==> config.mk <==
export PLATFORM = sky130hd
export DESIGN_NAME = hier_mac_pipe
export DESIGN_NICKNAME = d
export VERILOG_FILES = /design/src/rtl/hier_mac_pkg.sv /design/src/rtl/hier_mac_lane.sv /design/src/rtl/hier_mac_pipe.sv
export SDC_FILE = /design/constraint.sdc
export NUM_CORES = 2
export LEC_CHECK = 0
export ABC_AREA = 1
export BUFFER_PORTS_ARGS = -buffer_cell sky130_fd_sc_hd__buf_2
export CORE_MARGIN = 1
export CORE_UTILIZATION = 35
export DETAILED_ROUTE_END_ITERATION = 16
export MAX_ROUTING_LAYER = met4
export PLACE_DENSITY_LB_ADDON = 0.08
export REMOVE_ABC_BUFFERS = 1
export SETUP_SLACK_MARGIN = 0.5
export SLEW_MARGIN = 20
export SYNTH_ARGS = -nofsm -noshare
export SYNTH_HDL_FRONTEND = slang
export SYNTH_SLANG_ARGS = --single-unit
==> constraint.sdc <==
create_clock -name clk -period 13.4 [get_ports clk]
set_input_delay 2.68 -clock clk [delete_from_list [all_inputs] [get_ports clk]]
set_output_delay 2.68 -clock clk [all_outputs]
set_load 0.05 [all_outputs]
==> src/rtl/hier_mac_pkg.sv <==
// Shared types and constants for the hier_mac_pipe datapath.
// The optional accumulator is enabled by defining HIER_MAC_ACC_EN.
package hier_mac_pkg;

  typedef enum logic [1:0] {
    OP_MAC  = 2'b00,
    OP_ADD3 = 2'b01,
    OP_MSUB = 2'b10,
    OP_ACC  = 2'b11
  } op_e;

  localparam int MIN_STAGES = 2;
  localparam int DEF_WIDTH  = 32;

  // Per-lane result as seen by a consumer at the default lane width.
  typedef struct packed {
    logic [DEF_WIDTH-1:0] val;
    logic                 ovf;
  } lane_res_t;

endpackage

==> src/rtl/hier_mac_lane.sv <==
// Combinational per-lane arithmetic: a*b+c, a+b+c, a*b-c and, with
// HIER_MAC_ACC_EN defined, acc+a*b. Results wrap mod 2^WIDTH with an exactness flag.
module hier_mac_lane
  import hier_mac_pkg::*;
#(
  parameter int WIDTH = 32
) (
  input  logic [WIDTH-1:0] a,
  input  logic [WIDTH-1:0] b,
  input  logic [WIDTH-1:0] c,
`ifdef HIER_MAC_ACC_EN
  input  logic [WIDTH-1:0] acc,
`endif
  input  logic [1:0]       op,
  output logic [WIDTH-1:0] val,
  output logic             ovf
);

  logic [2*WIDTH-1:0] prod;
  logic [2*WIDTH:0]   mac_sum;
  logic [WIDTH+1:0]   add3;
  logic [WIDTH-1:0]   addend;
  logic               borrow;

  assign prod = {{WIDTH{1'b0}}, a} * {{WIDTH{1'b0}}, b};

`ifdef HIER_MAC_ACC_EN
  assign addend = (op_e'(op) == OP_ACC) ? acc : c;
`else
  assign addend = c;
`endif

  assign mac_sum = {1'b0, prod} + {{(WIDTH + 1){1'b0}}, addend};
  assign add3    = {2'b00, a} + {2'b00, b} + {2'b00, c};
  assign borrow  = prod < {{WIDTH{1'b0}}, c};

  // Multiply-add is the default so op 11 folds onto it when no accumulator exists.
  always_comb begin
    val = mac_sum[WIDTH-1:0];
    ovf = |mac_sum[2*WIDTH:WIDTH];
    case (op_e'(op))
      OP_ADD3: begin
        val = add3[WIDTH-1:0];
        ovf = |add3[WIDTH+1:WIDTH];
      end
      OP_MSUB: begin
        val = prod[WIDTH-1:0] - c;
        ovf = borrow;
      end
      default: ;
    endcase
  end

endmodule

==> src/rtl/hier_mac_pipe.sv <==
// Elastic multi-lane MAC pipeline: valid/ready control, stage registers and
// the optional per-lane accumulator (enabled by defining HIER_MAC_ACC_EN).
module hier_mac_pipe
  import hier_mac_pkg::*;
#(
  parameter int WIDTH  = 32,
  parameter int LANES  = 1,
  parameter int STAGES = 3
) (
  input  logic                   clk,
  input  logic                   rst_n,
  input  logic                   in_valid,
  output logic                   in_ready,
  input  logic [1:0]             op,
  input  logic [LANES*WIDTH-1:0] a,
  input  logic [LANES*WIDTH-1:0] b,
  input  logic [LANES*WIDTH-1:0] c,
  output logic                   out_valid,
  input  logic                   out_ready,
  output logic [LANES*WIDTH-1:0] result,
  output logic [LANES-1:0]       overflow
);

  localparam int NSTG = (STAGES < MIN_STAGES) ? MIN_STAGES : STAGES;
  localparam int DW   = LANES * WIDTH;

  // Handshake: a beat moves on an edge where valid && ready on that side;
  // stage k loads when it is empty or its successor loads, so bubbles collapse.
  logic [NSTG-1:0]  v;
  logic [NSTG-1:0]  adv;
  logic [DW-1:0]    a_q, b_q, c_q;
  logic [1:0]       op_q;
  logic [DW-1:0]    res_q [1:NSTG-1];
  logic [LANES-1:0] ovf_q [1:NSTG-1];
  logic [DW-1:0]    lane_val;
  logic [LANES-1:0] lane_ovf;
`ifdef HIER_MAC_ACC_EN
  logic [DW-1:0]    acc_q;
`endif

  // Stage k advances when any stage from k to the output is empty or the sink pops.
  always_comb begin
    logic full;
    full = 1'b1;
    adv  = '0;
    for (int k = NSTG - 1; k >= 0; k--) begin
      full   = full & v[k];
      adv[k] = out_ready | ~full;
    end
  end

  assign in_ready  = rst_n & adv[0];
  assign out_valid = v[NSTG-1];
  assign result    = res_q[NSTG-1];
  assign overflow  = ovf_q[NSTG-1];

  for (genvar i = 0; i < LANES; i++) begin : g_lane
    hier_mac_lane #(.WIDTH(WIDTH)) u_lane (
      .a   (a_q[i*WIDTH +: WIDTH]),
      .b   (b_q[i*WIDTH +: WIDTH]),
      .c   (c_q[i*WIDTH +: WIDTH]),
`ifdef HIER_MAC_ACC_EN
      .acc (acc_q[i*WIDTH +: WIDTH]),
`endif
      .op  (op_q),
      .val (lane_val[i*WIDTH +: WIDTH]),
      .ovf (lane_ovf[i])
    );
  end

  // Data registers load only with a valid beat to keep idle toggling down.
  always_ff @(posedge clk or negedge rst_n) begin
    if (!rst_n) begin
      v    <= '0;
      a_q  <= '0;
      b_q  <= '0;
      c_q  <= '0;
      op_q <= '0;
      for (int k = 1; k < NSTG; k++) begin
        res_q[k] <= '0;
        ovf_q[k] <= '0;
      end
    end else begin
      if (adv[0]) begin
        v[0] <= in_valid;
        if (in_valid) begin
          a_q  <= a;
          b_q  <= b;
          c_q  <= c;
          op_q <= op;
        end
      end
      if (adv[1]) begin
        v[1] <= v[0];
        if (v[0]) begin
          res_q[1] <= lane_val;
          ovf_q[1] <= lane_ovf;
        end
      end
      for (int k = 2; k < NSTG; k++) begin
        if (adv[k]) begin
          v[k] <= v[k-1];
          if (v[k-1]) begin
            res_q[k] <= res_q[k-1];
            ovf_q[k] <= ovf_q[k-1];
          end
        end
      end
    end
  end

`ifdef HIER_MAC_ACC_EN
  // The accumulator takes the new value on the same edge stage 1 captures it,
  // so the next op-11 beat in stage 0 already sees the updated sum.
  always_ff @(posedge clk or negedge rst_n) begin
    if (!rst_n) begin
      acc_q <= '0;
    end else if (adv[1] && v[0] && (op_q == OP_ACC)) begin
      acc_q <= lane_val;
    end
  end
`endif

endmodule

== After elaboration in Yosys (flattened, before gate mapping) ==
Cells that the tools add are included.

* Bits in registers: 167
* Input port bits: 102
* Output and inout bits: 35

* $add $sub $neg: 4
* Multipliers: 1
* Magnitude comparators: 1
* Eq/ne operators: 2
* Muxes and demuxes: 2
* Bitwise gates (word level): 9
* Reductions and logical operators: 5

{| class="wikitable"
|+ Operators by type and width
! operator !! count
|-
| $add A64 B32 Y65 || 1
|-
| $lt A64 B32 Y1 || 1
|-
| $mul A32 B32 Y64 || 1
|-
| $pmux W32 S2 || 1
|-
| $add A34 B32 Y34 || 1
|-
| $add A32 B32 Y33 || 1
|-
| $reduce_or A33 Y1 || 1
|-
| $sub A32 B32 Y32 || 1
|-
| $reduce_and A2 Y1 || 3
|-
| $and A1 B1 Y1 || 3
|-
| $not A1 Y1 || 3
|-
| $or A1 B1 Y1 || 3
|-
| $eq A2 B1 Y1 const B || 1
|-
| $eq A2 B2 Y1 const B || 1
|-
| $pmux W1 S2 || 1
|-
| $reduce_or A2 Y1 || 1
|}

== Longest topological paths before layout ==
* Depth in word-level cells: 5
* Mapped depth: 52
* Gate-level depth less buffers: 49

== Hierarchy ==
A second synthesis with hierarchy kept.

* Cells, all modules: 6848
* Area, all modules: 50224.4 sq um

{| class="wikitable"
|+ By module, submodules not included
! module !! instances !! cells an instance !! area each (sq um) !! sequential area each (sq um)
|-
| hier_mac_lane || 1 || 6094 || 43411.6 || 0.0
|-
| hier_mac_pipe || 1 || 754 || 6812.8 || 4179.0
|}

== Worst setup path after synthesis ==
No wires, ideal clock.

* Path kind: flip-flop to flip-flop
* From: reg a_q[11]
* To: reg ovf_q[1] in the netlist's numbering
* Library setup time: 118 ps
* Arrival time: 8145 ps
* Required time: 13282 ps
* Slack: 5137 ps
* Cell stages (with the launch flop): 46
* Buffers on the path: 3
* Period minus slack after synthesis: 8263 ps
* Path through: dfrtp_1 clkbuf_1 clkbuf_1 nand2_1 inv_1 fa_1 fa_1 fa_1 inv_1 fa_1 inv_1 fa_1 inv_1 fa_1 inv_1 fa_1 fa_1 ha_1 [... 10 more ...] inv_1 nor3_1 and3_1 nand2_1 nand2_1 nand4_1 nand3_2 nand2_1 nor2_2 nand3_1 nand2_1 nand2_1 nor2_1 nand2_1 nor2_1 nand3_1 nand3_1 nand2_1

* Word-level cells in the longest chain between the ends: 4
* Elaborated cells between the ends (all ways): 8
* Classes of those cells: 3 x add/sub; 1 x mul; 1 x order compare; 1 x mux; 2 x reduce/logical

{| class="wikitable"
|+ RTL lines
! item !! RTL line !! text
|-
| start: declaration || hier_mac_pipe.sv:31 || <nowiki>logic [DW-1:0] a_q, b_q, c_q;</nowiki>
|-
| start signal: assignment || hier_mac_pipe.sv:75 || <nowiki>a_q <= '0;</nowiki>
|-
| start signal: assignment || hier_mac_pipe.sv:87 || <nowiki>a_q <= a;</nowiki>
|-
| $mul A32 B32 Y64 or $add A32 B32 Y33 (tied branches) || hier_mac_lane.sv:25, hier_mac_lane.sv:34 ||
|-
| $add A64 B32 Y65 or $add A34 B32 Y34 (tied branches) || hier_mac_lane.sv:33, hier_mac_lane.sv:34 ||
|-
| $reduce_or A33 Y1 or $reduce_or A2 Y1 (tied branches) || hier_mac_lane.sv:40, hier_mac_lane.sv:44 ||
|-
| $pmux W1 S2 * || hier_mac_lane.sv:41 || <nowiki>case (op_e'(op))</nowiki>
|-
| end signal: indexed assignment || hier_mac_pipe.sv:105 || <nowiki>ovf_q[k] <= ovf_q[k-1];</nowiki>
|-
| end: declaration || hier_mac_pipe.sv:34 || <nowiki>logic [LANES-1:0] ovf_q [1:NSTG-1];</nowiki>
|}

Every way passes the cells marked *; elsewhere a longest branch is shown, timed or not.
A chain may end at the register's enable or synchronous reset.

== Worst setup path in the final report ==
* From: reg a_q[17]
* To: reg ovf_q[1] in the netlist's numbering

Same word-level chain as after synthesis.

==> run summary <==
Initial DRC Count -> 2917
Vias in the first global route -> 43300
Max Root-Sink Buffers -> 2
Sequential area share after synthesis -> 8.30%
Synth Instances -> 6806
Critical path peak fanout -> 18
Clock Skew -> 0.0425 ns
RSZ-0062 raised after global routing -> no
Detailed Route WL -> 182 mm
CP Launch Type -> flop
Final setup TNS -> 0 ns
H-tree Lvls -> 4
I/O Buffers -> 136
CP Class -> reg2reg
Die X -> 381 um
Post-DRT Antenna Nets -> 0
Post-synth top flop -> dfrtp_1
Commonest non-fill, non-tap cells in the layout -> nand2_1, inv_1, fa_1
Status -> completed
Final Hold Fails -> 0
Headroom to the max-slew limit -> 31.0%
Synth Warn # -> 0
Most common cell after layout, fill and taps aside -> nand2_1
# Max-Cap Violations -> 0
Post-CTS Setup Inserts -> 0
CTS Hold Bufs -> 0
Post-DR vias/cell -> 4.81
Clk slew on worst S/H paths -> 0.10 ns
Crit-path most repeated cell -> nand2_1
Synth-to-Final Area Change -> 6.01%
IO Pins -> 137
Layout Cells excl Fill -> 8653
Final HPWL DP -> 150 mm
Worst setup EP type -> flop
Worst-Margin Slew -> 1.04 ns
CTS tree -> done
CP max stage delay -> 0.83 ns
Crit share post-route -> 76.8%
Worst Path Arrival -> 10.75 ns
Gr ovfl total -> 0
DRT Pass-1 Iters -> 5
Worst Hold Margin -> 0.486 ns
Dpl cells -> 8620
Initial Util -> 35.4%
FMAX -> 97.2 MHz
All-layer global routing usage -> 26.4%
FP Rows -> 138
Wire per inst -> 21.1 um
NumNets Final -> 8145
First-pass GRT wire length -> 280 mm
Clk Latency, worst-skew pair -> 0.56 ns
Initial antenna violation count -> 5
Max-slew violations -> 0
Die height -> 381 um
Resized cells post-CTS -> 0
Drc violations -> 0
Slowest-stage cell, CP -> dfrtp_1
Async set-or-reset flop fraction in the synthesized netlist -> 100%
Final setup violation count -> 0
CTS Sinks -> 167
WP data required -> 13.86 ns
Routability cong. -> 0.927
Post-synth EDFFs -> 0
Share of layout cells above drive strength 1 -> 7.50%
Final min period -> 10.29 ns
TritonCTS buffer count -> 17
Core Box Area -> 142000 um^2
Number of synthesized register bits -> 167
Synthesized cell area -> 50300 um^2
Hold Crit Class -> reg2reg
Post-Synthesis Mean Instance Area -> 7.39 um^2
Largest net degree at the start of global routing -> 61
DIE AREA -> 145000 um^2
Total vias in the final route -> 41700
Clk root buf -> clkbuf_16
Synth cell types -> 52
## state kept, by name, summed over array words and instances, names as in the netlist, 2 cells and up
register,flops
b_q,32
a_q,32
result,32
res_q,32
c_q,32
v,3
op_q,2
## path summary, 6_finish.rpt
check / startpoint / to / slack, ns / cells after the start
worst max-delay path: a_q[17] / ovf_q[1] / 3.11 / 40
worst min-delay path: res_q[58] / res_q[58] / 0.49 / 2
worst max register to register: a_q[17] / ovf_q[1] / 3.11 / 40
worst min register to register: res_q[58] / res_q[58] / 0.49 / 2
min in group asynchronous: rst_n / v[1] / 2.09 / 1
max in group asynchronous: rst_n / a_q[5] / 9.95 / 2
## critical path: cells and delay by family (launching register included)
kind	cells	cell delay, ns
AND/OR/NAND/NOR	21	2.77
flip-flops	1	0.83
AO/OA/AOI/OAI	2	0.53
buffers and inverters	6	0.85
XOR/XNOR	1	0.43
adder cells (fa/ha/maj)	10	4.74
## Yosys cell counts, types with 32 or more instances
master	instances	share of area, %
a21oi_1	277	2.8
buf_4	32	0.48
clkbuf_1	248	1.8
dfrtp_1	167	8.3
fa_1	899	36
ha_1	395	9.8
inv_1	1746	13
inv_2	33	0.25
mux2_2	82	1.8
nand2_1	1855	14
nand2_2	45	0.56
nand3_1	161	1.6
nand4_1	32	0.40
nor2_1	291	2.2
nor2_2	39	0.48
o21ai_0	168	1.7
xor2_1	75	1.3
## area by class of cell
type	count	area (um^2)
Clock inverter	15	151
Inverter	1786	6700
Fill cell	15200	88800
Sequential cell	167	4180
Timing Repair Buffer	214	1270
Multi-Input combinational cell	4563	38200
Clock buffer	17	425
Antenna cell	1	2.50
Tap cell	1890	2360
## layer usage
metal  vias up  share of wire [%]  track usage, %  routed length, um
met3        80                4.6            2.48               8470
met1     20900                 49            38.5              89300
li1      19700                  -               -                  -
met5         -                  0               -                  0
met4         0                1.0            3.60               1840
met2       945                 45            40.4              82800
## logic make-up after synthesis
kind of cell | share of synthesized area [%]
multiplexers | 1.83
adder cells (fa/ha/maj) | 45.6
flip-flops | 8.30
AO/OA/AOI/OAI | 6.15
buffers and inverters | 15.7
XOR/XNOR | 1.67
AND/OR/NAND/NOR | 20.7
## stage by stage
step	utilization [%]	setup slack, ns	area, um^2
4_1_cts	37.5	3.03	53300
3_5_place_dp	37.1	3.11	52800
6_report	37.5	3.11	53400
5_1_grt	37.5	2.47	53300
3_3_place_gp	37.1	3.03	52800
2_1_floorplan	-	5.03	49100
Power is not shown: default switching activity piles up to over one toggle a cycle in this logic, so the estimate is an artifact.
